### src/rtl/detection_collector_if.sv
// Handshake bundle between one processor core, the detection collector and
// the detection readout consumer.
//   master : processor/consumer side (drives result and pop request)
//   slave  : detection_collector side (drives taken and the FIFO head)
interface detection_collector_if #(
  parameter int COORD_W = 10
);
  logic               res_valid;
  logic               res_passfail;
  logic               res_taken;
  logic               det_valid;
  logic [COORD_W-1:0] det_x;
  logic [COORD_W-1:0] det_y;
  logic               det_ready;

  modport master (
    output res_valid, res_passfail, det_ready,
    input  res_taken, det_valid, det_x, det_y
  );

  modport slave (
    input  res_valid, res_passfail, det_ready,
    output res_taken, det_valid, det_x, det_y
  );
endinterface

### src/rtl/detection_collector.sv
// detection_collector: accepts per-window pass/fail results, tracks the
// raster (x,y) of each window, queues passing coordinates in a FWFT FIFO and
// pulses frame_done once the frame is resolved and the FIFO has drained.
// Optional feature macro DETECT_COUNT_EN adds det_count, the saturating
// number of detections pushed in the current frame.
// FIFO_DEPTH must be a power of two and at least 2.
module detection_collector #(
  parameter int COLS       = 16,
  parameter int ROWS       = 12,
  parameter int FIFO_DEPTH = 16,
  parameter int COORD_W    = 10
) (
  input  logic                   clk,
  input  logic                   resetn,
  input  logic                   frame_start,
  detection_collector_if.slave   bus,
  output logic                   frame_done,
  output logic                   err_unexp
`ifdef DETECT_COUNT_EN
  ,
  output logic [15:0]            det_count
`endif
);

  localparam int PTR_W = $clog2(FIFO_DEPTH);
  localparam int CNT_W = $clog2(FIFO_DEPTH + 1);
  localparam logic [COORD_W-1:0] X_LAST = COORD_W'(COLS - 1);
  localparam logic [COORD_W-1:0] Y_LAST = COORD_W'(ROWS - 1);
  localparam logic [CNT_W-1:0]   CNT_FULL = CNT_W'(FIFO_DEPTH);

  typedef enum logic [1:0] {
    S_IDLE    = 2'd0,
    S_COLLECT = 2'd1,
    S_DRAIN   = 2'd2
  } state_t;

  state_t               state_q, state_d;
  logic [COORD_W-1:0]   x_q, x_d;
  logic [COORD_W-1:0]   y_q, y_d;
  logic [PTR_W-1:0]     wr_ptr_q, wr_ptr_d;
  logic [PTR_W-1:0]     rd_ptr_q, rd_ptr_d;
  logic [CNT_W-1:0]     count_q, count_d;
  logic                 full_q, full_d;
  logic                 empty_q, empty_d;
  logic                 err_q, err_d;
  logic [2*COORD_W-1:0] mem_q [FIFO_DEPTH];
  logic [2*COORD_W-1:0] head;

  logic res_taken;
  logic accept;
  logic push;
  logic pop;
  logic last_pos;

  // Result handshake: only COLLECT takes results; a pass needs FIFO room,
  // judged on the registered full flag so a same-cycle pop never frees a slot.
  always_comb begin
    res_taken = 1'b0;
    if (state_q == S_COLLECT) begin
      res_taken = bus.res_valid & (~bus.res_passfail | ~full_q);
    end
  end

  assign accept   = bus.res_valid & res_taken;
  assign push     = accept & bus.res_passfail;
  assign pop      = ~empty_q & bus.det_ready;
  assign last_pos = (x_q == X_LAST) && (y_q == Y_LAST);

  // Frame FSM next state, raster position, sticky error and frame_done pulse.
  always_comb begin
    state_d    = state_q;
    x_d        = x_q;
    y_d        = y_q;
    err_d      = err_q;
    frame_done = 1'b0;
    case (state_q)
      S_IDLE: begin
        if (bus.res_valid) begin
          err_d = 1'b1;
        end
        if (frame_start) begin
          state_d = S_COLLECT;
          x_d     = '0;
          y_d     = '0;
        end
      end
      S_COLLECT: begin
        if (accept) begin
          if (x_q == X_LAST) begin
            x_d = '0;
            y_d = y_q + 1'b1;
          end else begin
            x_d = x_q + 1'b1;
          end
          if (last_pos) begin
            state_d = S_DRAIN;
          end
        end
        // A restart overrides the position update; the accepted result has
        // already been captured at the old x/y by the FIFO write.
        if (frame_start) begin
          err_d   = 1'b1;
          state_d = S_COLLECT;
          x_d     = '0;
          y_d     = '0;
        end
      end
      S_DRAIN: begin
        if (bus.res_valid) begin
          err_d = 1'b1;
        end
        if (frame_start) begin
          err_d   = 1'b1;
          state_d = S_COLLECT;
          x_d     = '0;
          y_d     = '0;
        end else if (empty_q) begin
          frame_done = 1'b1;
          state_d    = S_IDLE;
        end
      end
      default: begin
        state_d = S_IDLE;
      end
    endcase
  end

  // FIFO pointer/occupancy bookkeeping; pointers wrap naturally at FIFO_DEPTH.
  always_comb begin
    wr_ptr_d = wr_ptr_q;
    rd_ptr_d = rd_ptr_q;
    count_d  = count_q;
    if (push) begin
      wr_ptr_d = wr_ptr_q + 1'b1;
    end
    if (pop) begin
      rd_ptr_d = rd_ptr_q + 1'b1;
    end
    case ({push, pop})
      2'b10:   count_d = count_q + 1'b1;
      2'b01:   count_d = count_q - 1'b1;
      default: count_d = count_q;
    endcase
    full_d  = (count_d == CNT_FULL);
    empty_d = (count_d == '0);
  end

  // Detection storage: written at the current raster position on a push.
  always_ff @(posedge clk) begin
    if (push) begin
      mem_q[wr_ptr_q] <= {x_q, y_q};
    end
  end

  // State, position, FIFO control and error registers.
  always_ff @(posedge clk or negedge resetn) begin
    if (!resetn) begin
      state_q  <= S_IDLE;
      x_q      <= '0;
      y_q      <= '0;
      wr_ptr_q <= '0;
      rd_ptr_q <= '0;
      count_q  <= '0;
      full_q   <= 1'b0;
      empty_q  <= 1'b1;
      err_q    <= 1'b0;
    end else begin
      state_q  <= state_d;
      x_q      <= x_d;
      y_q      <= y_d;
      wr_ptr_q <= wr_ptr_d;
      rd_ptr_q <= rd_ptr_d;
      count_q  <= count_d;
      full_q   <= full_d;
      empty_q  <= empty_d;
      err_q    <= err_d;
    end
  end

  // FWFT head; coordinates forced to 0 while empty so reset shows all zeros.
  assign head          = mem_q[rd_ptr_q];
  assign bus.res_taken = res_taken;
  assign bus.det_valid = ~empty_q;
  assign bus.det_x     = empty_q ? '0 : head[2*COORD_W-1:COORD_W];
  assign bus.det_y     = empty_q ? '0 : head[COORD_W-1:0];
  assign err_unexp     = err_q;

`ifdef DETECT_COUNT_EN
  logic [15:0] det_count_q, det_count_d;

  // Per-frame detection counter, saturating, cleared by every frame_start.
  always_comb begin
    det_count_d = det_count_q;
    if (frame_start) begin
      det_count_d = '0;
    end else if (push && (det_count_q != 16'hFFFF)) begin
      det_count_d = det_count_q + 1'b1;
    end
  end

  // Counter register.
  always_ff @(posedge clk or negedge resetn) begin
    if (!resetn) begin
      det_count_q <= '0;
    end else begin
      det_count_q <= det_count_d;
    end
  end

  assign det_count = det_count_q;
`endif

endmodule

### src/flat_wrapper.sv
// flat-port wrapper written by rule: the top's interface ports become plain ports
module detection_collector_flat 
#(
  parameter int COLS       = 16,
  parameter int ROWS       = 12,
  parameter int FIFO_DEPTH = 16,
  parameter int COORD_W    = 10
)
  (clk, resetn, frame_start, frame_done, err_unexp, bus_res_valid, bus_res_passfail, bus_det_ready, bus_res_taken, bus_det_valid, bus_det_x, bus_det_y);
  detection_collector_if #(.COORD_W(COORD_W)) bus_i ();
  input  logic clk;
  input  logic resetn;
  input  logic frame_start;
  output logic frame_done;
  output logic err_unexp;
  input wire logic [$bits(bus_i.res_valid)-1:0] bus_res_valid;
  input wire logic [$bits(bus_i.res_passfail)-1:0] bus_res_passfail;
  input wire logic [$bits(bus_i.det_ready)-1:0] bus_det_ready;
  output wire logic [$bits(bus_i.res_taken)-1:0] bus_res_taken;
  output wire logic [$bits(bus_i.det_valid)-1:0] bus_det_valid;
  output wire logic [$bits(bus_i.det_x)-1:0] bus_det_x;
  output wire logic [$bits(bus_i.det_y)-1:0] bus_det_y;
  assign bus_i.res_valid = bus_res_valid;
  assign bus_i.res_passfail = bus_res_passfail;
  assign bus_i.det_ready = bus_det_ready;
  assign bus_res_taken = bus_i.res_taken;
  assign bus_det_valid = bus_i.det_valid;
  assign bus_det_x = bus_i.det_x;
  assign bus_det_y = bus_i.det_y;
  detection_collector #(.COLS(COLS), .ROWS(ROWS), .FIFO_DEPTH(FIFO_DEPTH), .COORD_W(COORD_W)) u_core (.clk(clk), .resetn(resetn), .frame_start(frame_start), .bus(bus_i), .frame_done(frame_done), .err_unexp(err_unexp));
endmodule
### config.mk
export PLATFORM = sky130hd
export DESIGN_NAME = detection_collector_flat
export DESIGN_NICKNAME = d
export VERILOG_FILES = /design/src/rtl/detection_collector_if.sv /design/src/rtl/detection_collector.sv /design/src/flat_wrapper.sv
export SDC_FILE = /design/constraint.sdc
export NUM_CORES = 1
export LEC_CHECK = 0
export ABC_AREA = 0
export CORE_ASPECT_RATIO = 0.5
export CORE_MARGIN = 2
export CORE_UTILIZATION = 35
export CTS_CLUSTER_SIZE = 16
export DETAILED_ROUTE_END_ITERATION = 16
export PLACE_DENSITY = 0.54
export SYNTH_ARGS = -nofsm -noshare
export SYNTH_HDL_FRONTEND = slang
export SYNTH_SLANG_ARGS = --single-unit
### constraint.sdc
create_clock -name clk -period 3.1 [get_ports clk]
set_input_delay 0.775 -clock clk [delete_from_list [all_inputs] [get_ports clk]]
set_output_delay 0.775 -clock clk [all_outputs]
set_load 0.01 [all_outputs]
* After elaboration in Yosys (flattened, before gate mapping)
Memories as Yosys holds them, arrays and structs flattened.
Index checks and enable logic that the tools add are counted.
Widths: inputs -> output; s select.
** Cells by class
- Bitwise logic cells :: 8
- $add $sub $neg :: 6
- Eq/ne operators :: 14
- Mux-type cells :: 29
- Reduce and logical (&&, ||, !) cells :: 10
** Operators by type and width (count)
- $mux 10 :: 9
- $pmux 10 s2 :: 2
- $add 10x1->10 const B :: 2
- $eq 10x4->1 const B :: 2
- $mux 2 :: 6
- $pmux 5 s2 :: 1
- $mux 1 :: 9
- $ne 3x2->1 const B :: 3
- $add 4x1->4 const B :: 2
- $reduce_and 4->1 :: 2
- $pmux 2 s3 :: 1
- $add 5x1->5 const B :: 1
- $eq 5x5->1 const B :: 1
- $logic_not 5->1 :: 1
- $sub 5x1->5 const B :: 1
- $and 1x1->1 :: 4
- $eq 2x1->1 const B :: 2
- $eq 2x2->1 const B :: 2
- $ne 2x2->1 const B :: 2
- $ne 3x3->1 const B :: 1
- $not 1->1 :: 3
- $pmux 1 s3 :: 1
- $reduce_and 3->1 :: 1
- $reduce_bool 3->1 :: 1
- 7 further kinds :: 7
** Storage, ports and cells
- Input port bits :: 6
- RAM bits :: 320
- Memories kept :: 1
- Register bits after elaboration :: 38
** Memories
- u_core.mem_q :: words 16, width 20, read ports 1, clocked after memory_dff 0, wr ports 1, line detection_collector.sv:46 : logic [2*COORD_W-1:0] mem_q [FIFO_DEPTH];

* Depth between registers and ports, before layout
Gate-level depths: netlist (run 1).
- Depth after elaboration :: 9
- Mapped depth :: 14
- Gate-level depth less buffers :: 13

* Worst setup path before layout (run 1)
No wires, ideal clock.
- Path kind :: in2reg
- Start point :: input port bus_res_valid
- End point :: memory u_core.mem_q[3][0] (netlist name) (enable)
- Path slack :: -187 ps
- Setup time :: 422 ps
- Path buffers :: 0
- Stages :: 4
- Arrival :: 2865 ps
- Required time :: 2678 ps
- Path through :: nand2_1 > nor3b_2 > nand2_1 > nor3_1
** Between the ends
- Word-level cells in the longest chain between the ends :: 6
** Ends and longest elaborated chain
- from (decl) :: line flat_wrapper.sv:16 : input wire logic [$bits(bus_i.res_valid)-1:0] bus_res_valid;
- $and 1x1->1 :: line detection_collector.sv:60 : res_taken = bus.res_valid & (~bus.res_passfail | ~full_q);
- $mux 1 :: line detection_collector.sv:59 : if (state_q == S_COLLECT) begin
- $and 1x1->1 (*) :: line detection_collector.sv:64 : assign accept = bus.res_valid & res_taken;
- $and 1x1->1 (*) :: line detection_collector.sv:65 : assign push = accept & bus.res_passfail;
- $mux 1 (*) :: line detection_collector.sv:150 : if (push) begin
- $mux 1 (not written as such) (*) :: line detection_collector.sv:151 : mem_q[wr_ptr_q] <= {x_q, y_q};
- to (decl) :: line detection_collector.sv:46
Mark *: on every way between the ends. The rest lies on a longest branch, timed or not.

* Final worst setup path (run 1)
- Start point :: register u_core.rd_ptr_q[0]
- End point :: output port bus_det_y[5]
** Between the ends
- Word-level cells in the longest chain between the ends :: 2
** Ends and longest elaborated chain
- from (decl) :: line detection_collector.sv:41 : logic [PTR_W-1:0] rd_ptr_q, rd_ptr_d;
- from (signal assigned) :: line detection_collector.sv:172 : rd_ptr_q <= rd_ptr_d;
- $mem_v2 16x20
- $mux 10 :: line detection_collector.sv:185 : assign bus.det_y = empty_q ? '0 : head[COORD_W-1:0];
- to (decl) :: line flat_wrapper.sv:22 : output wire logic [$bits(bus_i.det_y)-1:0] bus_det_y;
No other way between the ends.

==> flow_summary.toml, run 1 <==
[placement]
gp_congestion = 0.760
pre_cts_slack_ns = -0.120
numPortBuffers = 29
dp_hpwl_mm = 19.1

[outcome]
status = "finished, violations left"
violations = "negative setup slack"

[power]
switching_share_pct = 29.9
netSwitchingPower_w = 0.00461
ir_worst_vdd_v = 0.000584
leakage_nw = 5.57
p_clk_share_pct = 29.0
power_frac_comb_pct = 32.9
p_int_w = 0.0108
seqPwrFrac_pct = 38.1
cellPowerDensity_nw_per_um2 = 881

[yosys]
synth_common_cells = "edfxtp_1, mux4_2, mux2i_1"
yosysWarnings = 0
synthFlopType = "edfxtp_1"
ys_async_sr_fraction_pct = 10.6
synthesis.nets = 774
syn_area_per_cell_sq_um = 19.1
yosysMostFrequentCell = "edfxtp_1"
syn_area_sq_um = 14400
synth.distinct_cells = 48
synth_top_area_cell = "edfxtp_1"
yosysSeqAreaShare_pct = 73.2
ys_ff_latch = 358
postSynthCellCount = 754
yosysTopAreaCellShare_pct = 66.6
synth_area_leaders = "edfxtp_1, mux4_2, dfrtp_1"
synth-edff-count = 320

[timing]
clock_skew_ns = 0.0268
rsz0062_at_grt = "true"
finalCritPeriodShare_pct = 100
slew_headroom_pct = 46.0
tns_ns = -0.0409
finalSetupViolCount = 6
worst_slew_pin_slew_ns = 0.811
min_period_ns = 3.11
hold_viol = 0
maxSlewViolCount = 0
setup_slack_ns = -0.0135
max_freq_mhz = 321

[worst_setup_path]
cp-end-kind = "primary output"
arrival_ns = 2.34
worstRegToRegCells = 13
critPathMaxFanout = 8
criticalPathCategory = "register to primary output"
start_kind = "register"
critPathRequiredTime_ns = 2.32

[detailed_routing]
via_per_inst = 5.22
wl_per_cell_microns = 23.2
drc = 0
antenna_left = 0
drtIter0Drc = 659
dr.pass1.iters = 5
via_count = 7429
totalWireLength_mm = 32.9

[floorplan]
initial_utilization_pct = 35.6
dieArea_sq_um = 42900
io_pins = 30
fp.dieH_microns = 148
die_w_microns = 291
rows = 52
core-area_sq_um = 40500

[global_routing]
grt_first_pass_wirelength_mm = 49.7
grt_usage_pct = 15.6
grt_max_degree = 48
antenna_found_initial = 1
grt_pass1_vias = 7746
grt_overflow = 0

[clocking]
clockBufferDepth = 3
cts_buffers = 36
cts.sinks = 358
clkSlewWorstSetupHoldPaths_ns = 0.06
clk_latency_ns = 0.53
root_buffer = "clkbuf_16"
cts_tree = "yes"
cts_max_level = 2

[cells_and_area]
fin_util_pct = 43.2
nets = 875
drive_gt1_share_pct = 31.7
syn_to_final_growth_pct = 21.5
n_antenna_cell = 0

[min_path]
hold_path.class = "primary input to asynchronous set/reset pin"

[job]
cap_violations = 0
critical path, stage by stage (launching register included):
cell and delay, ns:
dfrtp_4 0.44, buf_12 0.17, buf_16 0.15, mux4_2 0.51, mux2i_2 0.22, o22ai_2 0.13
buf_2 0.19
final timing paths:
check	from	endpoint	slack, ns
max	u_core.rd_ptr_q[0]	bus_det_y[5]	-0.01
min	resetn	u_core.count_q[1]	0.23
max reg2reg	u_core.state_q[1]	u_core.full_q	0.38
min reg2reg	u_core.count_q[4]	u_core.count_q[4]	0.51
max in group asynchronous	resetn	u_core.y_q[6]	2.21
min in group clk	u_core.count_q[4]	u_core.count_q[4]	0.51
kinds of logic (layout without fill, tap and decap cells):
family / count (synthesis) / count (layout) / synth area share, %
buffers and inverters: 51 / 179 / 1.47
muxes: 125 / 125 / 15.6
adders and majority gates: 14 / 14 / 1.21
xor gates and xnor gates: 11 / 11 / 0.668
DFF: 358 / 358 / 73.2
and+or+nand+nor: 108 / 108 / 3.85
AOI/OAI and AO/OA: 87 / 87 / 3.92
power groups by stage:
stage	Sequential (W)	Combinational, W	Clock [W]
final	0.00588	0.00508	0.00448
after global routing	0.00591	0.00545	0.00477
after CTS	0.00588	0.00497	0.00459
after detailed placement	0.00599	0.00461	0
after global placement	0.00597	0.00457	0
after floorplan	0.00586	0.00283	0
routing by layer:
layer | GRT usage (%) | vias up | share of wire [%]
met1 | 21.9 | 3952 | 46
met3 | 2.26 | 38 | 3.8
met5 | 0 | - | 0
met4 | 3.55 | 0 | 1.6
met2 | 25.8 | 159 | 49
li1 | - | 3280 | -
flip-flops by register name, indices dropped and copies added, names as in the netlist:
register and flops:
u_core.count_q 5, u_core.empty_q 1, u_core.err_unexp 1, u_core.full_q 1, u_core.mem_q 320, u_core.rd_ptr_q 4
u_core.state_q 2, u_core.wr_ptr_q 4, u_core.x_q 10, u_core.y_q 10
stage by stage:
step                      power, W  std cells  cell area [sq um]  hold slack (ns)
after floorplan            0.00870        754              14400            0.457
after detailed placement    0.0106       1343              15900            0.497
after global routing        0.0161       1422              17500            0.254
after global placement      0.0105       1343              15900            0.485
final                       0.0154       1422              17500            0.226
after CTS                   0.0154       1416              17400            0.226
placed cells by master, fill, tap and decap left out, types with 9 or more instances in the layout:
master,n
o31ai_1,9
nand3_1,15
inv_1,9
o21ai_0,28
buf_4,48
edfxtp_1,320
mux2i_2,10
nand2_1,19
mux4_2,80
o22ai_1,15
nor2_1,22
buf_2,21
mux2i_1,28
dfrtp_1,34
a31oi_1,9
nor2_2,12
buf_12,17
clkbuf_16,41
ha_1,14
layout make-up:
class	instances	area, sq um
fillers	3491	23000
flip-flops and latches	358	10600
multi-input cells	345	3850
repair buffers	105	1160
clock buffers	45	987
well taps	540	676
clock inverters	20	235
inverters	9	33.8
timing repair:
item / in CTS / in global routing
buffers inserted: 4 / 3
setup endpoints to repair: 20 / 20
resized for setup: 108 / 7
cloned: 4 / 3
pin swaps: 1 / 0
hold buffers: 0 / 0
Note: power is estimated with default switching activity, not from simulation.
==> run 2: changes to the inputs <==
GPL_ROUTABILITY_DRIVEN = 1   (was default)
PLACE_DENSITY = 0.63   (was 0.54)
==> flow_summary.toml, run 2 (synthesized netlist as in run 1, its figures left out) <==
[timing]
hold_viol = 0
maxSlewViolCount = 0
finalSetupViolCount = 6
max_freq_mhz = 317
finalCritPeriodShare_pct = 102
setup_slack_ns = -0.0516
worst_slew_pin_slew_ns = 0.948
tns_ns = -0.195
min_period_ns = 3.15
rsz0062_at_grt = "true"
clock_skew_ns = 0.0175
slew_headroom_pct = 36.8

[detailed_routing]
dr.pass1.iters = 5
drtIter0Drc = 618
drc = 0
via_per_inst = 5.28
wl_per_cell_microns = 22.1
via_count = 7508
antenna_left = 0
totalWireLength_mm = 31.5

[floorplan]
core-area_sq_um = 40500
dieArea_sq_um = 42900
io_pins = 30
rows = 52
fp.dieH_microns = 148
die_w_microns = 291
initial_utilization_pct = 35.6

[cells_and_area]
reg.largest.list = "u_core.mem_q x320, u_core.x_q x10, u_core.y_q x10"
nets = 877
mostFrequentLayoutCell = "edfxtp_1"
regMostFlops = "u_core.mem_q"
n_antenna_cell = 0
drive_gt1_share_pct = 31.9
largest_reg_flops = 320
fin_cells = 1421
final_cell_mix = "edfxtp_1, mux4_2, buf_4, clkbuf_16, dfrtp_1"
stdcell_area_sq_um = 17400
syn_to_final_growth_pct = 20.8

[power]
ir_worst_vdd_v = 0.000449
power_frac_comb_pct = 32.4
total_power_w = 0.0154
switching_share_pct = 29.6
cellPowerDensity_nw_per_um2 = 884
leakage_nw = 5.55
netSwitchingPower_w = 0.00455
seqPwrFrac_pct = 38.5
p_int_w = 0.0108
p_clk_share_pct = 29.1

[clocking]
root_buffer = "clkbuf_16"
cts.sinks = 358
cts_max_level = 2
cts_buffers = 35
postCtsHoldBufs = 0
cts_tree = "yes"
clk_latency_ns = 0.52
clockBufferDepth = 3
clkSlewWorstSetupHoldPaths_ns = 0.06

[worst_setup_path]
worstRegToRegCells = 13
r2r_end = "u_core.full_q"
cp-end-kind = "primary output"
cp_cell_sequence = "buf_4 > buf_12 > mux4_2 > mux2i_1 > o22ai_1 > buf_4 > buf_6"
critical_path_buf_inv_count = 4
start_kind = "register"
path_common_cell = "buf_4"
criticalPathCategory = "register to primary output"
r2r_start = "u_core.state_q[1]"
rrSetupSlack_ns = 0.38
critPathMaxFanout = 6
critPathRequiredTime_ns = 2.32
arrival_ns = 2.38
crit_path_max_incr_delay_ns = 0.51
slowest_stage = "dfrtp_4"
critical_path.top_delay_family = "multiplexers"

[outcome]
status = "finished, violations left"
violations = "negative setup slack"

[global_routing]
grt_pass1_vias = 7730
antenna_found_initial = 0
grt_max_degree = 39
grt_overflow = 0
grt_usage_pct = 14.9
grt_first_pass_wirelength_mm = 48.3

[placement]
gp_congestion = 0.745
post-place-cells = 1349
post_dp_cell_area_sq_um = 15900
dp_hpwl_mm = 19.5
numPortBuffers = 29
pre_cts_slack_ns = -0.136

[job]
cap_violations = 0

[min_path]
hold_path.class = "primary input to asynchronous set/reset pin"
[run 2: cell type report]
type | count | area, sq um
Tap cell | 540 | 676
Multi-Input combinational cell | 345 | 3860
Clock buffer | 39 | 901
Inverter | 9 | 33.8
Clock inverter | 22 | 307
Fill cell | 3428 | 23100
Sequential cell | 358 | 10600
Timing Repair Buffer | 108 | 1070
[run 2: per-layer routing]
metal	routed length [microns]	global-route usage, %	up-vias	share of wire (%)
met4	492	3.55	0	1.6
li1	-	-	3282	-
met1	14700	21.8	3971	47
met5	0	0	-	0
met2	14800	23.8	216	47
met3	1410	2.14	39	4.5
[run 2: metrics by stage]
step	hold WS, ns	utilization (%)
after floorplan	0.457	-
after global placement	0.490	39.3
after detailed placement	0.485	39.3
final	0.411	43.0
after global routing	0.486	43.0
after CTS	0.423	42.9
[run 2: worst max-delay path by stage]
stage                          endpoint  depth (start not counted)  slack (ns)          startpoint
final                      bus_det_x[7]                          7       -0.05  u_core.rd_ptr_q[0]
after detailed placement  u_core.full_q                         12       -0.14       bus_res_valid
after floorplan           u_core.full_q                         12        0.11       bus_res_valid
after CTS                  bus_det_x[4]                          7        -0.1  u_core.rd_ptr_q[0]
after global placement    u_core.full_q                         12       -0.06       bus_res_valid
after global routing       bus_det_x[3]                          7       -0.12  u_core.rd_ptr_q[0]
[run 2: power by group through the flow]
stage / Combinational, W / Sequential [W] / Clock [W]
floorplan: 0.00283 / 0.00586 / 0
global placement: 0.00453 / 0.00602 / 0
detailed placement: 0.00461 / 0.00605 / 0
CTS: 0.00498 / 0.00592 / 0.00456
global route: 0.00534 / 0.00596 / 0.00475
finish: 0.00498 / 0.00593 / 0.00448
[run 2: timing repair]
item | CTS | global route
buffers inserted | 8 | 1
gates cloned | 4 | 1
gates resized for setup | 113 | 14
pin swaps | 4 | 6
setup endpoints to repair | 20 | 20
==> run 3: changes to the inputs <==
CTS_BUF_LIST = sky130_fd_sc_hd__clkbuf_4   (was default)
==> flow_summary.toml, run 3 (synthesized netlist as in run 1, its figures left out) <==
[clocking]
clk_latency_ns = 0.77
cts_tree = "yes"
clkSlewWorstSetupHoldPaths_ns = 0.07
clockBufferDepth = 3
cts.sinks = 358
cts_buffers = 85
root_buffer = "clkbuf_4"
cts_max_level = 3
postCtsHoldBufs = 0

[detailed_routing]
via_per_inst = 5.22
totalWireLength_mm = 32.5
via_count = 7920
drc = 0
antenna_left = 0
dr.pass1.iters = 4
drtIter0Drc = 653
wl_per_cell_microns = 21.4

[power]
p_clk_share_pct = 26.2
cellPowerDensity_nw_per_um2 = 857
netSwitchingPower_w = 0.00470
seqPwrFrac_pct = 39.8
total_power_w = 0.0149
leakage_nw = 5.64
p_int_w = 0.0102
power_frac_comb_pct = 34.0
switching_share_pct = 31.5
ir_worst_vdd_v = 0.000517

[worst_setup_path]
rrSetupSlack_ns = 0.41
critPathRequiredTime_ns = 2.32
criticalPathCategory = "register to primary output"
crit_end = "bus_det_x[9]"
r2r_start = "u_core.state_q[1]"
start_kind = "register"
cp-end-kind = "primary output"
worstRegToRegCells = 13
critPathMaxFanout = 6
r2r_end = "u_core.full_q"
startpoint = "u_core.rd_ptr_q[0]"
arrival_ns = 2.62

[timing]
maxSlewViolCount = 0
setup_slack_ns = -0.299
slew_headroom_pct = 36.9
min_period_ns = 3.40
worst_slew_pin_slew_ns = 0.947
tns_ns = -5.07
clock_skew_ns = 0.0308
finalSetupViolCount = 20
hold_slack_ns = 0.164
max_freq_mhz = 294
finalCritPeriodShare_pct = 110
hold_viol = 0
rsz0062_at_grt = "true"

[floorplan]
io_pins = 30
fp.dieH_microns = 148
die_w_microns = 291
initial_utilization_pct = 35.6
core-area_sq_um = 40500
dieArea_sq_um = 42900
rows = 52

[global_routing]
grt_first_pass_wirelength_mm = 49.7
grt_max_degree = 39
antenna_found_initial = 2
grt_pass1_vias = 8161
grt_overflow = 0
grt_usage_pct = 15.5

[min_path]
hold_path.class = "primary input to asynchronous set/reset pin"

[cells_and_area]
final_cell_mix = "edfxtp_1, clkbuf_4, mux4_2, buf_4, dfrtp_1"
drive_gt1_share_pct = 38.1
regMostFlops = "u_core.mem_q"
nets = 930
reg.largest.list = "u_core.mem_q x320, u_core.x_q x10, u_core.y_q x10"
mostFrequentLayoutCell = "edfxtp_1"
fin_util_pct = 42.9
largest_reg_flops = 320
syn_to_final_growth_pct = 20.5

[placement]
pre_cts_slack_ns = -0.136
gp_congestion = 0.745
numPortBuffers = 29
dp_hpwl_mm = 19.5

[job]
cap_violations = 0

[outcome]
violations = "negative setup slack"
status = "finished, violations left"
[run 3: cell type report]
type	count	area, sq um
Clock buffer	128	961
Clock inverter	22	150
Sequential cell	358	10600
Multi-Input combinational cell	345	3850
Fill cell	3518	23200
Inverter	9	33.8
Timing Repair Buffer	111	1130
Tap cell	540	676
Antenna cell	4	10.0
[run 3: stage by stage]
stage	std cells	instance area (sq um)
6_report	1517	17400
5_1_grt	1517	17400
4_1_cts	1513	17400
3_5_place_dp	1349	15900
3_3_place_gp	1349	15900
2_1_floorplan	754	14400
[run 3: routing by layer]
metal | vias up | share of wire (%) | track usage (%) | wire length (microns)
li1 | 3449 | - | - | -
met1 | 4169 | 46 | 21.9 | 14800
met5 | - | 0 | 0 | 0
met4 | 0 | 1.4 | 4.97 | 454
met2 | 256 | 47 | 23.7 | 15300
met3 | 46 | 6.0 | 3.64 | 1950
[run 3: power by group through the flow]
stage          sequential [W]  clock, W  combinational (W)
2_1_floorplan         0.00586         0            0.00283
3_3_place_gp          0.00602         0            0.00453
3_5_place_dp          0.00605         0            0.00461
4_1_cts               0.00592   0.00401            0.00512
5_1_grt               0.00596   0.00428            0.00541
6_report              0.00592   0.00391            0.00507
[run 3: worst min-delay path by stage]
stage	slack, ns	depth (start not counted)	end	start
final	0.16	1	u_core.x_q[6]	resetn
after global routing	0.15	1	u_core.y_q[6]	resetn
after CTS	0.12	1	u_core.y_q[8]	resetn
after detailed placement	0.48	1	u_core.count_q[4]	u_core.count_q[4]
after global placement	0.49	1	u_core.count_q[4]	u_core.count_q[4]
after floorplan	0.46	1	u_core.count_q[4]	u_core.count_q[4]
[run 3: worst max-delay path, stage by stage (launching register included)]
cell	delay [ns]
dfrtp_4	0.51
buf_12	0.17
buf_12	0.14
buf_16	0.14
mux4_2	0.43
mux2i_2	0.20
o22ai_1	0.10
buf_2	0.18
[run 3: what timing repair did]
item | 4_1_cts | 5_1_grt
pin swaps | 5 | 2
buffers inserted | 9 | 1
cloned | 5 | 1
endpoints found under the setup margin | 22 | 20
resized for setup | 120 | 6
